===== src/rtl/gpio_uart_pkg.sv =====
// gpio_uart_pkg: shared UART FSM state type and default parameters for the GPIO-to-UART bridge
package gpio_uart_pkg;
  typedef enum logic [1:0] {IDLE, START, DATA, STOP} uart_state_e;
  localparam int CLKS_PER_BIT_DEF = 434;
  localparam int FIFO_DEPTH_DEF = 4;
endpackage


===== src/rtl/byte_fifo.sv =====
// byte_fifo: byte-wide synchronous FIFO; a push is still taken when full if a pop happens the same cycle
// ports: clk, rst (sync, active-high), push_i/data_i write side, pop_i/data_o read side (data_o = head),
//        full_o/empty_o occupancy flags
module byte_fifo
  import gpio_uart_pkg::*;
#(
  parameter int DEPTH = FIFO_DEPTH_DEF
) (
  input  logic       clk,
  input  logic       rst,
  input  logic       push_i,
  input  logic       pop_i,
  input  logic [7:0] data_i,
  output logic [7:0] data_o,
  output logic       full_o,
  output logic       empty_o
);
  localparam int AW = $clog2(DEPTH);
  localparam int CW = AW + 1;
  logic [7:0] mem_q [DEPTH];
  logic [AW-1:0] wr_q, rd_q;
  logic [CW-1:0] cnt_q;
  logic wr_en, rd_en;
  assign empty_o = cnt_q == '0;
  assign full_o = cnt_q == CW'(DEPTH);
  assign rd_en = pop_i && !empty_o;
  assign wr_en = push_i && (!full_o || rd_en);
  assign data_o = mem_q[rd_q];
  always_ff @(posedge clk) begin
    if (rst) begin
      wr_q <= '0;
      rd_q <= '0;
      cnt_q <= '0;
    end else begin
      if (wr_en) begin
        mem_q[wr_q] <= data_i;
        wr_q <= wr_q + AW'(1);
      end
      if (rd_en) rd_q <= rd_q + AW'(1);
      cnt_q <= cnt_q + CW'(wr_en) - CW'(rd_en);
    end
  end
endmodule


===== src/rtl/gpio_uart_tx.sv =====
// gpio_uart_tx: assembles GPIO bits (LSB first) into bytes, queues them and sends them as 8N1 UART frames
// ports: clk, reset (sync, active-high), GPIO data bit, GPIOBoolean bit strobe,
//        tx serial line (registered, idle high), busy, fifo_full, overflow (sticky drop flag)
module gpio_uart_tx
  import gpio_uart_pkg::*;
#(
  parameter int CLKS_PER_BIT = CLKS_PER_BIT_DEF,
  parameter int FIFO_DEPTH = FIFO_DEPTH_DEF
) (
  input  logic clk,
  input  logic reset,
  input  logic GPIO,
  input  logic GPIOBoolean,
  output logic tx,
  output logic busy,
  output logic fifo_full,
  output logic overflow
);
  localparam logic [15:0] BAUD_TC = 16'(CLKS_PER_BIT - 1);
  uart_state_e state_q;
  logic [7:0] asm_q, shift_q, push_byte, head;
  logic [2:0] bit_cnt_q, data_idx_q;
  logic [15:0] baud_q;
  logic tx_q, ovf_q, push, pop, empty, baud_tc;
  assign push = GPIOBoolean && bit_cnt_q == 3'd7;
  assign push_byte = {GPIO, asm_q[7:1]};
  assign pop = state_q == IDLE && !empty;
  assign baud_tc = baud_q == BAUD_TC;
  assign tx = tx_q;
  assign busy = state_q != IDLE || !empty;
  assign overflow = ovf_q;
  byte_fifo #(.DEPTH(FIFO_DEPTH)) u_fifo (
    .clk(clk),
    .rst(reset),
    .push_i(push),
    .pop_i(pop),
    .data_i(push_byte),
    .data_o(head),
    .full_o(fifo_full),
    .empty_o(empty)
  );
  // new bits enter at the MSB so the first bit ends up at bit 0 after eight strobes
  always_ff @(posedge clk) begin
    if (reset) begin
      asm_q <= '0;
      bit_cnt_q <= '0;
      ovf_q <= 1'b0;
    end else if (GPIOBoolean) begin
      asm_q <= push_byte;
      bit_cnt_q <= bit_cnt_q + 3'd1;
      if (push && fifo_full && !pop) ovf_q <= 1'b1;
    end
  end
  always_ff @(posedge clk) begin
    if (reset) begin
      state_q <= IDLE;
      tx_q <= 1'b1;
      baud_q <= '0;
      data_idx_q <= '0;
      shift_q <= '0;
    end else begin
      case (state_q)
        IDLE: if (!empty) begin
          shift_q <= head;
          tx_q <= 1'b0;
          baud_q <= '0;
          state_q <= START;
        end
        START: if (baud_tc) begin
          baud_q <= '0;
          tx_q <= shift_q[0];
          data_idx_q <= '0;
          state_q <= DATA;
        end else baud_q <= baud_q + 16'd1;
        DATA: if (baud_tc) begin
          baud_q <= '0;
          shift_q <= {1'b0, shift_q[7:1]};
          tx_q <= data_idx_q == 3'd7 ? 1'b1 : shift_q[1];
          data_idx_q <= data_idx_q + 3'd1;
          if (data_idx_q == 3'd7) state_q <= STOP;
        end else baud_q <= baud_q + 16'd1;
        STOP: if (baud_tc) begin
          baud_q <= '0;
          state_q <= IDLE;
        end else baud_q <= baud_q + 16'd1;
      endcase
    end
  end
endmodule

===== config.mk =====
export PLATFORM = sky130hd
export DESIGN_NAME = gpio_uart_tx
export DESIGN_NICKNAME = d
export VERILOG_FILES = /design/src/rtl/gpio_uart_pkg.sv /design/src/rtl/byte_fifo.sv /design/src/rtl/gpio_uart_tx.sv
export SDC_FILE = /design/constraint.sdc
export NUM_CORES = 1
export LEC_CHECK = 0
export CORE_MARGIN = 2
export CORE_UTILIZATION = 40
export CTS_CLUSTER_DIAMETER = 120
export CTS_CLUSTER_SIZE = 25
export DETAILED_ROUTE_END_ITERATION = 12
export PLACE_DENSITY = 0.62
export SETUP_SLACK_MARGIN = 0.02
export SLEW_MARGIN = 20
export SYNTH_ARGS = -nofsm -noshare
export SYNTH_HDL_FRONTEND = slang
export SYNTH_SLANG_ARGS = --single-unit

===== constraint.sdc =====
create_clock -name clk -period 2.5 [get_ports clk]
set_input_delay 0.25 -clock clk [delete_from_list [all_inputs] [get_ports clk]]
set_output_delay 0.25 -clock clk [all_outputs]
set_load 0.1 [all_outputs]

=== Word-level counts from Yosys, hierarchy flattened ===
Memory sizes are Yosys's and may differ from the RTL's. A register that Yosys moved wholly into a read port is not among the register bits.
Cells that the tools add are included.

* Register bits after elaboration: 49
* Latch bits: 0
* Memory bits (writable): 32
* Bits in read-only memories: 0
* Input bits: 4
* Output and inout bits: 4
* Word-level logic and storage cells: 79
* Memories kept: 1

* Add/sub/neg operators: 7
* $mul: 0
* Divide/modulo/power cells: 0
* Order comparisons: 0
* Equal/unequal tests: 12
* Shift operators: 0
* Mux-type cells: 25
* Bitwise gates (word level): 0
* Reductions and logical operators: 23

{| class="wikitable"
|+ Memory list
! memory !! words !! bits a word !! read ports !! clocked after Yosys merged registers in !! write ports !! line !! source
|-
| u_fifo.mem_q || 4 || 8 || 1 || 1 || 1 || byte_fifo.sv:20 || <nowiki>logic [7:0] mem_q [DEPTH];</nowiki>
|}

{| class="wikitable"
|+ Operator list
! cell !! count
|-
| two-way mux 16 bit || 2
|-
| case mux 16 bit (2 select lines) || 1
|-
| adder 16 x 1 -> 16 bit (second input constant) || 1
|-
| equality test 16 x 9 -> 1 bit (second input constant) || 1
|-
| two-way mux 8 bit || 2
|-
| case mux 8 bit (2 select lines) || 1
|-
| two-way mux 2 bit || 7
|-
| != test 2 bit (second input constant) || 5
|-
| equality test 3 bit (second input constant) || 3
|-
| case mux 2 bit (4 select lines) || 1
|-
| two-way mux 1 bit || 7
|-
| adder 3 x 1 -> 3 bit (second input constant) || 2
|-
| logical AND 1 bit || 6
|-
| two-way mux 3 bit || 2
|-
| case mux 3 bit (2 select lines) || 1
|-
| AND reduction 3 bit || 2
|-
| nonzero test 2 bit || 3
|-
| AND reduction 5 bit || 1
|-
| adder 2 x 1 -> 2 bit (second input constant) || 2
|-
| equality test 2 bit (second input constant) || 2
|-
| AND reduction 4 bit || 1
|-
| adder 3 x 1 -> 3 bit || 1
|-
| logical NOT 1 bit || 3
|-
| logical NOT 3 bit || 1
|-
| other kinds (8) || 9
|}

=== Depth between registers and ports, before layout ===
* Depth in word-level cells: 9
* Depth in mapped cells: 10
* Mapped depth without buffers: 10

=== Modules after synthesis ===
A second synthesis with hierarchy kept.

* Cell total of the unflattened synthesis: 300
* Area, all modules: 3,612.2 µm²

{| class="wikitable"
|+ By module, submodules not included
! module !! instances !! cells each !! area each (µm²) !! sequential area each (µm²)
|-
| gpio_uart_tx || 1 || 210 || 1,984.4 || 820.8
|-
| byte_fifo || 1 || 90 || 1,627.8 || 1,141.1
|}

=== Worst setup path before layout ===
Ideal clock, no wire load.

* Path type: register to register
* From: register u_fifo.cnt_q[2]
* To: register u_fifo.cnt_q[2]
* Library setup time: 0.128 ns
* Arrival: 4.036 ns
* Slack: -1.664 ns
* Cell stages (with the launch flop): 9
* Buffers on the path: 0
* Period minus slack after synthesis: 4.164 ns
* Cell sequence: dfxtp_1 nor3b_1 nor2b_1 nor2_1 ha_1 fa_1 xnor2_1 xnor2_1 nor2_1

* Elaborated cells on any way between the ends: 10
* Classes of those cells: add/sub (2); eq/ne (1); reduce/logical (7)

{| class="wikitable"
|+ RTL lines
! what !! line !! source
|-
| start: declaration || byte_fifo.sv:22 || <nowiki>logic [CW-1:0] cnt_q;</nowiki>
|-
| start signal: assignment || byte_fifo.sv:40 || <nowiki>cnt_q <= cnt_q + CW'(wr_en) - CW'(rd_en);</nowiki>
|-
| equality test 3 bit || byte_fifo.sv:25 || <nowiki>assign full_o = cnt_q == CW'(DEPTH);</nowiki>
|-
| via fifo_full || gpio_uart_tx.sv:16 || <nowiki>output logic fifo_full,</nowiki>
|-
| logical NOT 1 bit || byte_fifo.sv:27 || <nowiki>assign wr_en = push_i && (!full_o || rd_en);</nowiki>
|-
| logical OR 1 bit || byte_fifo.sv:27 ||
|-
| logical AND 1 bit || byte_fifo.sv:27 ||
|-
| adder 3 x 1 -> 3 bit || byte_fifo.sv:40 ||
|-
| subtractor 3 x 1 -> 3 bit || byte_fifo.sv:40 ||
|}

The timed path passes the listed nets, and every way through them passes these cells.
A chain may end at the register's enable or synchronous reset.

=== Final worst setup path ===
* From: register baud_q[0]
* To: register shift_q[5]

* Longest elaborated chain between the ends: 3

{| class="wikitable"
|+ Ends and longest elaborated chain
! what !! line !! source
|-
| start: declaration || gpio_uart_tx.sv:23 || <nowiki>logic [15:0] baud_q;</nowiki>
|-
| start signal: assignment || gpio_uart_tx.sv:74 || <nowiki>end else baud_q <= baud_q + 16'd1;</nowiki>
|-
| start signal: assignment || gpio_uart_tx.sv:81 || <nowiki>end else baud_q <= baud_q + 16'd1;</nowiki>
|-
| start signal: assignment || gpio_uart_tx.sv:85 || <nowiki>end else baud_q <= baud_q + 16'd1;</nowiki>
|-
| equality test 16 x 9 -> 1 bit || gpio_uart_tx.sv:28 || <nowiki>assign baud_tc = baud_q == BAUD_TC;</nowiki>
|-
| != test 2 bit (no line) || n/a ||
|-
| AND reduction 3 bit (no line) || n/a ||
|-
| end signal: assignment || gpio_uart_tx.sv:77 || <nowiki>shift_q <= {1'b0, shift_q[7:1]};</nowiki>
|-
| end: declaration || gpio_uart_tx.sv:21 || <nowiki>logic [7:0] asm_q, shift_q, push_byte, head;</nowiki>
|}

Every way passes these cells.

==> impl_metrics.csv <==
group,metric,value,unit
run_status,status,"finished, final reports clean",
die,initial_core_util,0.4146,
yosys,synth_edf_count,32,
die,io_pins,8,
layout,fin_nets,343,
sta,fin_crit_sh,0.9069,
layout,multi_input_area,0.001609,mm^2
yosys,synth.most_common_cell,"dfxtp_1",
detailed_routing,viasPerCell,5.265,
grt,antenna_found_initial,0,
yosys,ys_types,52,
yosys,netlist_top_cells_area,"dfxtp_1, edfxtp_1, ha_1, mux2i_1, mux4_2",
die,die_w,99.54,um
clock_tree,cts_made_buffers,9,
yosys,synth.avg_cell_area,11.74,um^2
yosys,yosys_warnings,0,
yosys,synth_ff_type,"dfxtp_1",
hold_path,hold_path.class,"reg2reg",
die,placementRows,34,
layout,diodes,0,
placement,port_buffers,7,
pwr,powerDensity,951.9,mW/mm^2
critical_path,critical_path_class,"reg2reg",
placement,dpl_cell_area,0.003876,mm^2
detailed_routing,dr_total_vias,2285,
die,die_area,0.009907,mm^2
yosys,syn_inst,311,
yosys,yosysTopAreaCellShare,0.2742,
grt,track_usage,0.1361,
critical_path,cp_max_fo,16,
yosys,ys_async_sr_fraction,0,
sta,fin_crit,2.267,ns
clock_tree,clk_pin_slew,0.10,ns
detailed_routing,drc,0,
critical_path,start_kind,"flop",
placement,place_ws,0.2260,ns
yosys,netlist_top_cells_count,"dfxtp_1, nor2_1, edfxtp_1",
sta,worst_pin_slew,0.6732,ns
yosys,synth.largest_area_cell,"dfxtp_1",
detailed_routing,ant_nets,0,
clock_tree,cts_buffer_depth,2,
clock_tree,postCtsSetupRepairBufs,0,
grt,grt_first_pass_wirelength,10.75,mm
grt,grt_overflow,0,
layout,area_growth,11.96,%
placement,dp.cells,418,
layout,drive_gt1_frac,0.1626,
clock_tree,clock_sinks,82,
sta,max_freq,441.1,MHz
clock_tree,post_cts_resized,0,
sta,hold_violations,0,
yosys,ys_ff_latch,82,
sta,slew_violations,0,
yosys,ys_seq_area_frac,0.5374,
critical_path,crit_required,2.76,ns
clock_tree,clk_latency,0.35,ns
placement,routabilityCongestion,0.7403,
layout,stdcell_area,0.004088,mm^2
critical_path,critical_path.endpoint_type,"flop",
pwr,p_total,3.891,mW
detailed_routing,drtIter0Drc,98,
pwr,p_leak,1.411,nW
sta,final.setup.tns,0,ns
detailed_routing,routed_wl,6.091,mm
sta,rsz0062_at_grt,"false",
run,maxCapViolCount,0,
placement,place_hpwl,4.147,mm
die,core_area,0.008806,mm^2
critical_path,arrival,2.52,ns
sta,skew,0.01090,ns
layout,fillers,806,
layout,final_cells,434,
clock_tree,tritoncts,"yes",
die,die_h,99.54,um
yosys,syn_area,0.003651,mm^2
layout,ff_latch_area,0.001966,mm^2
clock_tree,ctsRootBufferMaster,"clkbuf_8",
sta,max_slew_margin,0.5512,
detailed_routing,first_pass_iters,4,
pwr,ir_worst_vdd,509.2,uV
sta,setup_slack,0.2327,ns
grt,grt_pass1_vias,2269,
clock_tree,h-tree-depth,3,
grt,grt_max_degree,46,
yosys,syn-num-nets,333,
clock_tree,ctsHoldBuffers,0,
sta,setup_viol,0,
detailed_routing,wire_per_inst,14.03,um
sta,hold_slack,0.4727,ns
layout,final_util,0.4642,
==> area by class of cell <==
cell class | count | share of cell area
tap | 108 | 0.03306
multi-input combinational | 202 | 0.3936
timing repair buffer | 13 | 0.02877
clock inverter | 6 | 0.01530
inverter | 13 | 0.01194
sequential | 82 | 0.4809
clock buffer | 10 | 0.03642
==> path summary, 6_finish.rpt <==
path	from	endpoint	slack (ns)	cells past startpoint
worst max register to register	baud_q[0]$_SDFFE_PP0P_	shift_q[5]$_SDFFE_PP0P_	0.23	6
worst min-delay path	data_idx_q[0]$_SDFFE_PP0P_	data_idx_q[0]$_SDFFE_PP0P_	0.47	1
worst min register to register	data_idx_q[0]$_SDFFE_PP0P_	data_idx_q[0]$_SDFFE_PP0P_	0.47	1
worst max-delay path	baud_q[0]$_SDFFE_PP0P_	shift_q[5]$_SDFFE_PP0P_	0.23	6
==> placed cells by master (no fill, tap or decap), types with 8 or more instances in the layout <==
cell type / instances
dfxtp_1: 47
edfxtp_1: 32
nand2_1: 9
mux4_2: 8
buf_4: 9
ha_1: 16
o21ai_0: 14
mux2i_1: 18
inv_1: 13
a21oi_1: 22
nor2_1: 36
clkbuf_8: 9
==> worst max-delay path, stage by stage, from the launching register on <==
cell      delay [ns]
dfxtp_1         0.41
ha_1            0.17
or3b_2          0.49
nor4_4          0.39
mux2_4          0.34
a21oi_1         0.10
a311oi_1        0.27
==> where the power goes <==
group	internal, mW	switching, mW	total (mW)
Clock	0.455	0.547	1.00
Combinational	0.540	0.723	1.26
Sequential	1.50	0.125	1.63
==> layer usage <==
metal	routed length, um	GRT usage	up-vias
li1	-	-	1153
met1	2903	0.1748	1102
met2	2953	0.2214	23
met3	152	0.03584	7
met4	82	0.05058	0
met5	0	0	-
==> state kept, by name, indices dropped and copies added, names as in the netlist, 3 cells and up, named ones only <==
name          flops
u_fifo.mem_q     32
shift_q           8
u_fifo.cnt_q      3
bit_cnt_q         3
baud_q           16
asm_q             7
data_idx_q        3
==> kinds of logic (layout without fill, tap and decap cells) <==
| group | after synthesis | after routing | share of synthesized area |
|---|---|---|---|
| adders and majority gates | 18 | 18 | 0.06374 |
| AOI/OAI and AO/OA | 59 | 59 | 0.1038 |
| and+or+nand+nor | 88 | 88 | 0.1330 |
| DFF | 82 | 82 | 0.5374 |
| muxes | 27 | 27 | 0.1028 |
| xor gates and xnor gates | 10 | 10 | 0.02399 |
| buffers and inverters | 27 | 42 | 0.03530 |
(Power assumes the default switching activity.)
